**src/rtl/sap1_prog_ram.sv**
```systemverilog
// sap1_prog_ram: SAP-1 16x8 RAM; MAR read port (load/bus -> out) plus a checksummed valid/ready loader (prog_*).
module sap1_prog_ram #(
  parameter int DEPTH = 16,
  parameter int WIDTH = 8
) (
  input  logic             clk,
  input  logic             rst,
  input  logic             load,
  input  logic [WIDTH-1:0] bus,
  output logic [WIDTH-1:0] out,
  input  logic             prog_start,
  input  logic             prog_abort,
  input  logic             prog_valid,
  input  logic [WIDTH-1:0] prog_data,
  output logic             prog_ready,
  output logic             prog_busy,
  output logic             prog_done,
  output logic             prog_err
);
  typedef enum logic [1:0] {IDLE, DATA, CHECK} state_t;
  state_t state, state_n;
  logic [3:0] mar, waddr;
  logic [WIDTH-1:0] sum;
  logic xfer, we, start, abort;
  logic [WIDTH-1:0] ram [DEPTH] = '{8'h0D, 8'h1E, 8'h2F, 8'hF0, 8'h00, 8'h00, 8'h00, 8'h00,
                                     8'h00, 8'h00, 8'h00, 8'h00, 8'h00, 8'h03, 8'h04, 8'h02};
  always_comb begin
    prog_busy  = state != IDLE;
    prog_ready = prog_busy;
    xfer       = prog_valid & prog_ready;
    start      = state == IDLE & prog_start;
    abort      = prog_busy & prog_abort;
    we         = state == DATA & xfer & !prog_abort;
    state_n    = start ? DATA :
                 abort ? IDLE :
                 (we & waddr == 4'(DEPTH - 1)) ? CHECK :
                 (state == CHECK & xfer) ? IDLE : state;
    out        = ram[mar];
  end
  always_ff @(posedge clk)
    if (we) ram[waddr] <= prog_data;
  always_ff @(posedge clk) begin
    if (rst) begin
      state     <= IDLE;
      mar       <= '0;
      waddr     <= '0;
      sum       <= '0;
      prog_done <= 1'b0;
      prog_err  <= 1'b0;
    end else begin
      state <= state_n;
      if (load & !prog_busy) mar <= bus[3:0];
      if (start) begin
        waddr     <= '0;
        sum       <= '0;
        prog_done <= 1'b0;
        prog_err  <= 1'b0;
      end else if (abort) begin
        prog_done <= 1'b0;
        prog_err  <= 1'b1;
      end else if (we) begin
        waddr <= waddr + 4'd1;
        sum   <= sum + prog_data;
      end else if (state == CHECK & xfer) begin
        prog_done <= 1'b1;
        prog_err  <= prog_data != sum;
      end
    end
  end
endmodule

```
**config.mk**
```make
export PLATFORM = sky130hd
export DESIGN_NAME = sap1_prog_ram
export DESIGN_NICKNAME = d
export VERILOG_FILES = /design/src/rtl/sap1_prog_ram.sv
export SDC_FILE = /design/constraint.sdc
export NUM_CORES = 1
export LEC_CHECK = 0
export CAP_MARGIN = 20
export CORE_MARGIN = 2
export CORE_UTILIZATION = 59
export CTS_CLUSTER_SIZE = 28
export DETAILED_ROUTE_END_ITERATION = 10
export GPL_TIMING_DRIVEN = 0
export PLACE_DENSITY = 0.88
export SLEW_MARGIN = 20
export SYNTH_ARGS = -nofsm -noshare
export SYNTH_HDL_FRONTEND = slang
export SYNTH_SLANG_ARGS = --single-unit
```
**constraint.sdc**
```tcl
create_clock -name clk -period 2.8 [get_ports clk]
set_input_delay 0.56 -clock clk [delete_from_list [all_inputs] [get_ports clk]]
set_output_delay 0.56 -clock clk [all_outputs]
set_load 0.05 [all_outputs]
```
**After elaboration in Yosys (flattened, before gate mapping)**

Memory sizes are Yosys's and may differ from the RTL's. A register that Yosys moved wholly into a read port is not among the register bits.
Index checks and enable logic that the tools add are counted.

- Register bits: 20
- Bits in writable memories: 128
- Output and inout bits: 12
- Memories kept: 1

Memories:

| name | depth | bits a word | read ports | clocked after Yosys merged registers in | write ports | RTL line | source |
|---|---|---|---|---|---|---|---|
| ram | 16 | 8 | 1 | 1 | 1 | 25 | `logic [WIDTH-1:0] ram [DEPTH] = '{8'h0D, 8'h1E, 8'h2F, 8'hF0, 8'h00, 8'h00, 8'h00, 8'h00,` |

- Add/sub/neg operators: 2
- Equal/unequal tests: 5
- Multiplexer cells: 11
- Bitwise logic cells: 10
- Reduce and logical (&&, ||, !) cells: 12

Operators by type and width:

| kind | number |
|---|---|
| $add 8x8->8 | 1 |
| $and 1x1->1 | 8 |
| $mux 4 | 2 |
| $ne 8x8->1 | 1 |
| $mux 1 | 7 |
| $reduce_and 2->1 | 3 |
| $reduce_bool 2->1 | 3 |
| $add 4x1->4 const B | 1 |
| $eq 4x4->1 const B | 1 |
| $mux 2 | 2 |
| $reduce_bool 4->1 | 1 |
| $reduce_or 3->1 | 1 |
| $eq 2x1->1 const B | 1 |
| $eq 2x2->1 const B | 1 |
| $logic_not 1->1 | 2 |
| $logic_not 2->1 | 1 |
| $ne 2x1->1 const B | 1 |
| $not 1->1 | 2 |
| $reduce_or 2->1 | 1 |

**Depth between registers and ports, before layout**

Gate-level depths: netlist of the first run.

- Depth in word-level cells: 8
- Gate-level depth with buffers: 7
- Depth with buffers taken out: 7

**Worst setup path after synthesis of the first run**

Ideal clock, no wire load.

- Kind: flip-flop to output port
- Start: reg (tool-made name)
- End: out out[0]
- Arrival: 1.721 ns
- Required time: 2.240 ns
- Path slack: 0.519 ns
- Cell stages (with the launch flop): 5
- Path buffers: 2
- Cells stage by stage: dfxtp_1 -> buf_6 -> buf_8 -> mux4_1 -> mux4_2

RTL lines:

| item | RTL line | source |
|---|---|---|
| end, declared | 10 | `output logic [WIDTH-1:0] out,` |

==> results.json, run 1 <==
{
  "syn_area_per_cell_sq_um": 18.7,
  "slew_viol_final": 0,
  "fin_cells": 536,
  "violations": "negative setup slack",
  "dieArea_sq_um": 11500,
  "leakage_nw": 2.53,
  "hp-class": "reg2reg",
  "holdPathStages": 2,
  "synth_fp_nets": 369,
  "yosys_warnings": 0,
  "maxCapViolations": 0,
  "ios": 34,
  "routed_wl_mm": 14.9,
  "netlist_instances": 335,
  "outcome": "complete, but fails checks",
  "ys_seq_elements": 152,
  "crit_fanout": 8,
  "root_buffer": "clkbuf_8",
  "antenna_left": 0,
  "crit_path_end_kind": "output port",
  "antenna_found_initial": 0,
  "gr-usage-all-layers": 0.261,
  "setup_viol": 8,
  "tightest_slew_ns": 0.920,
  "wl_per_cell_um": 27.8,
  "met1_usage": 0.326,
  "vias": 3562,
  "ys_seq_area_frac": 0.690,
  "dr.pass1.iters": 5,
  "netlist_area_sq_um": 6260,
  "dp.cells": 500,
  "gp_congestion": 0.861,
  "via_per_inst": 6.65,
  "fin_ws_ns": -0.160,
  "drive_gt1_frac": 0.228,
  "synth_async_sr_flop_share": 0,
  "layout_common_cells": "128 x edfxtp_1, 36 x mux4_2, 23 x dfxtp_1, 19 x clkbuf_16, 17 x nand2_1",
  "row_count": 37,
  "clkTransAtPathRegs_ns": 0.07,
  "cp-start-kind": "register",
  "hold_viol_final": 0,
  "reg2reg_depth": 4,
  "htree_levels": 4,
  "dp_hpwl_mm": 8.09,
  "grt_use_met2": 0.439,
  "grt_pass1_vias": 3549,
  "grt_busiest_layer": "met2",
  "max_clock_freq_mhz": 338,
  "drt-initial-drc-count": 615,
  "antenna_cells": 0,
  "final_common_cell": "edfxtp_1",
  "overflow": 0,
  "fp.dieW_um": 107,
  "grt_max_degree": 22,
  "cts_tree": "done",
  "path_class": "reg2out",
  "relSlewSlack": 0.385,
  "synth_cell_types": 45,
  "r2r_slack_ns": 0.51,
  "clock-sinks": 152,
  "use_met3": 0.0602,
  "drc": 0,
  "vdd_drop_max_mv": 0.467,
  "fin_skew_ns": 0.0106,
  "cts_buffer_depth": 2,
  "worst_skew_pair.late_latency_ns": 0.53,
  "synth_edf_count": 128,
  "start_util": 0.607,
  "grt_pass1_wl_mm": 21.0,
  "core_area_sq_um": 10300,
  "worstPathRequired_ns": 2.24,
  "ys.flop_type": "edfxtp_1",
  "fin_crit_sh": 1.06,
  "fin_nets": 421,
  "p_total_mw": 5.29,
  "die_h_um": 107,
  "critPathArrivalTime_ns": 2.40,
  "area_delta_synth_final_pct": 18.2,
  "final.min_clock_period_ns": 2.96,
  "port_buffers": 29,
  "p_per_area_nw_per_um2": 714,
  "cts_buffers": 17,
  "rsz0062_at_grt": "true"
}
report_power, final:
group          switching (mW)  internal (mW)  total, mW
Clock                   0.950           1.46       2.41
Combinational           0.232          0.180      0.412
Sequential            0.00890           2.46       2.47
repair_timing:
item	CTS	global route
cloned	0	3
setup endpoints to repair	9	9
hold buffers	0	0
buffers inserted	0	1
pin swaps	0	0
gates resized for setup	77	17
endpoints found under the hold margin	0	0
final cells by class:
cell class,count,area [sq um]
well taps,136,170
inverters,7,26.3
repair buffers,33,399
flip-flops and latches,152,4330
clock buffers,18,418
multi-input cells,161,1740
plain buffers,15,133
clock inverters,14,199
fillers,565,2920
state kept, by name (all words and copies together) (netlist names), named ones only:
signal / count
prog_done: 1
mar: 4
sum: 8
state: 2
ram: 128
prog_err: 1
waddr: 4
routing by layer:
metal / up-vias / wire length [um]
li1: 1459 / -
met1: 1815 / 5370
met2: 253 / 7790
met3: 35 / 1270
met4: 0 / 457
met5: - / 0
synthesized netlist by cell type (3+ instances only):
| library cell | number | area share |
|---|---|---|
| a211oi_1 | 3 | 0.0036 |
| mux2i_1 | 6 | 0.0096 |
| a21oi_1 | 14 | 0.011 |
| nor2_1 | 12 | 0.0072 |
| and3_1 | 9 | 0.0090 |
| a21o_1 | 3 | 0.0036 |
| and2_1 | 8 | 0.0080 |
| mux4_2 | 16 | 0.058 |
| nand3_1 | 3 | 0.0024 |
| ha_1 | 11 | 0.022 |
| clkbuf_1 | 5 | 0.0030 |
| nand2_1 | 17 | 0.010 |
| edfxtp_1 | 128 | 0.61 |
| dfxtp_1 | 24 | 0.077 |
| inv_1 | 7 | 0.0042 |
| o21bai_1 | 3 | 0.0036 |
| nor3_1 | 3 | 0.0024 |
| mux4_1 | 24 | 0.10 |
| buf_1 | 4 | 0.0024 |
worst paths after layout:
kind | startpoint | to
min | prog_done | prog_done
max reg2reg | state[0] | ram[5][2]
min reg2reg | prog_done | prog_done
max | register | out[1]
worst max-delay path, stage by stage (launching register included):
cell     delay, ns
dfxtp_2       0.34
buf_12        0.15
buf_12        0.14
mux4_2        0.53
mux4_2        0.52
buf_8         0.18
through the flow:
| step | hold slack [ns] | worst slack (ns) | TNS [ns] | instance area, sq um | util |
|---|---|---|---|---|---|
| 6_report | 0.452 | -0.160 | -1.16 | 7410 | 0.717 |
| 5_1_grt | 0.486 | -0.223 | -1.58 | 7410 | 0.717 |
| 4_1_cts | 0.453 | -0.204 | -1.50 | 7310 | 0.708 |
| 3_5_place_dp | 0.444 | -0.561 | -4.26 | 6720 | 0.651 |
| 3_3_place_gp | 0.436 | -0.480 | -3.28 | 6720 | 0.651 |
| 2_1_floorplan | 0.436 | 0.519 | 0 | 6260 | - |
cells by family after synthesis:
group	count (synthesis)	share of synthesized area
simple gates	64	0.0539
fa+ha+maj	12	0.0252
mux	46	0.168
xor+xnor	4	0.00559
flops	152	0.690
compound gates	35	0.0358
buf+inv	22	0.0214
(Power assumes the default switching activity.)
==> run 2: changes to the inputs <==
--- a/config.mk
+++ b/config.mk
@@ -10,6 +10,7 @@
 export CORE_UTILIZATION = 59
 export CTS_CLUSTER_SIZE = 28
 export DETAILED_ROUTE_END_ITERATION = 10
+export GPL_ROUTABILITY_DRIVEN = 0
 export GPL_TIMING_DRIVEN = 0
 export PLACE_DENSITY = 0.88
 export SLEW_MARGIN = 20
==> results of run 2 <==
Final layout, timing and power as in run 1 (identical DEF).
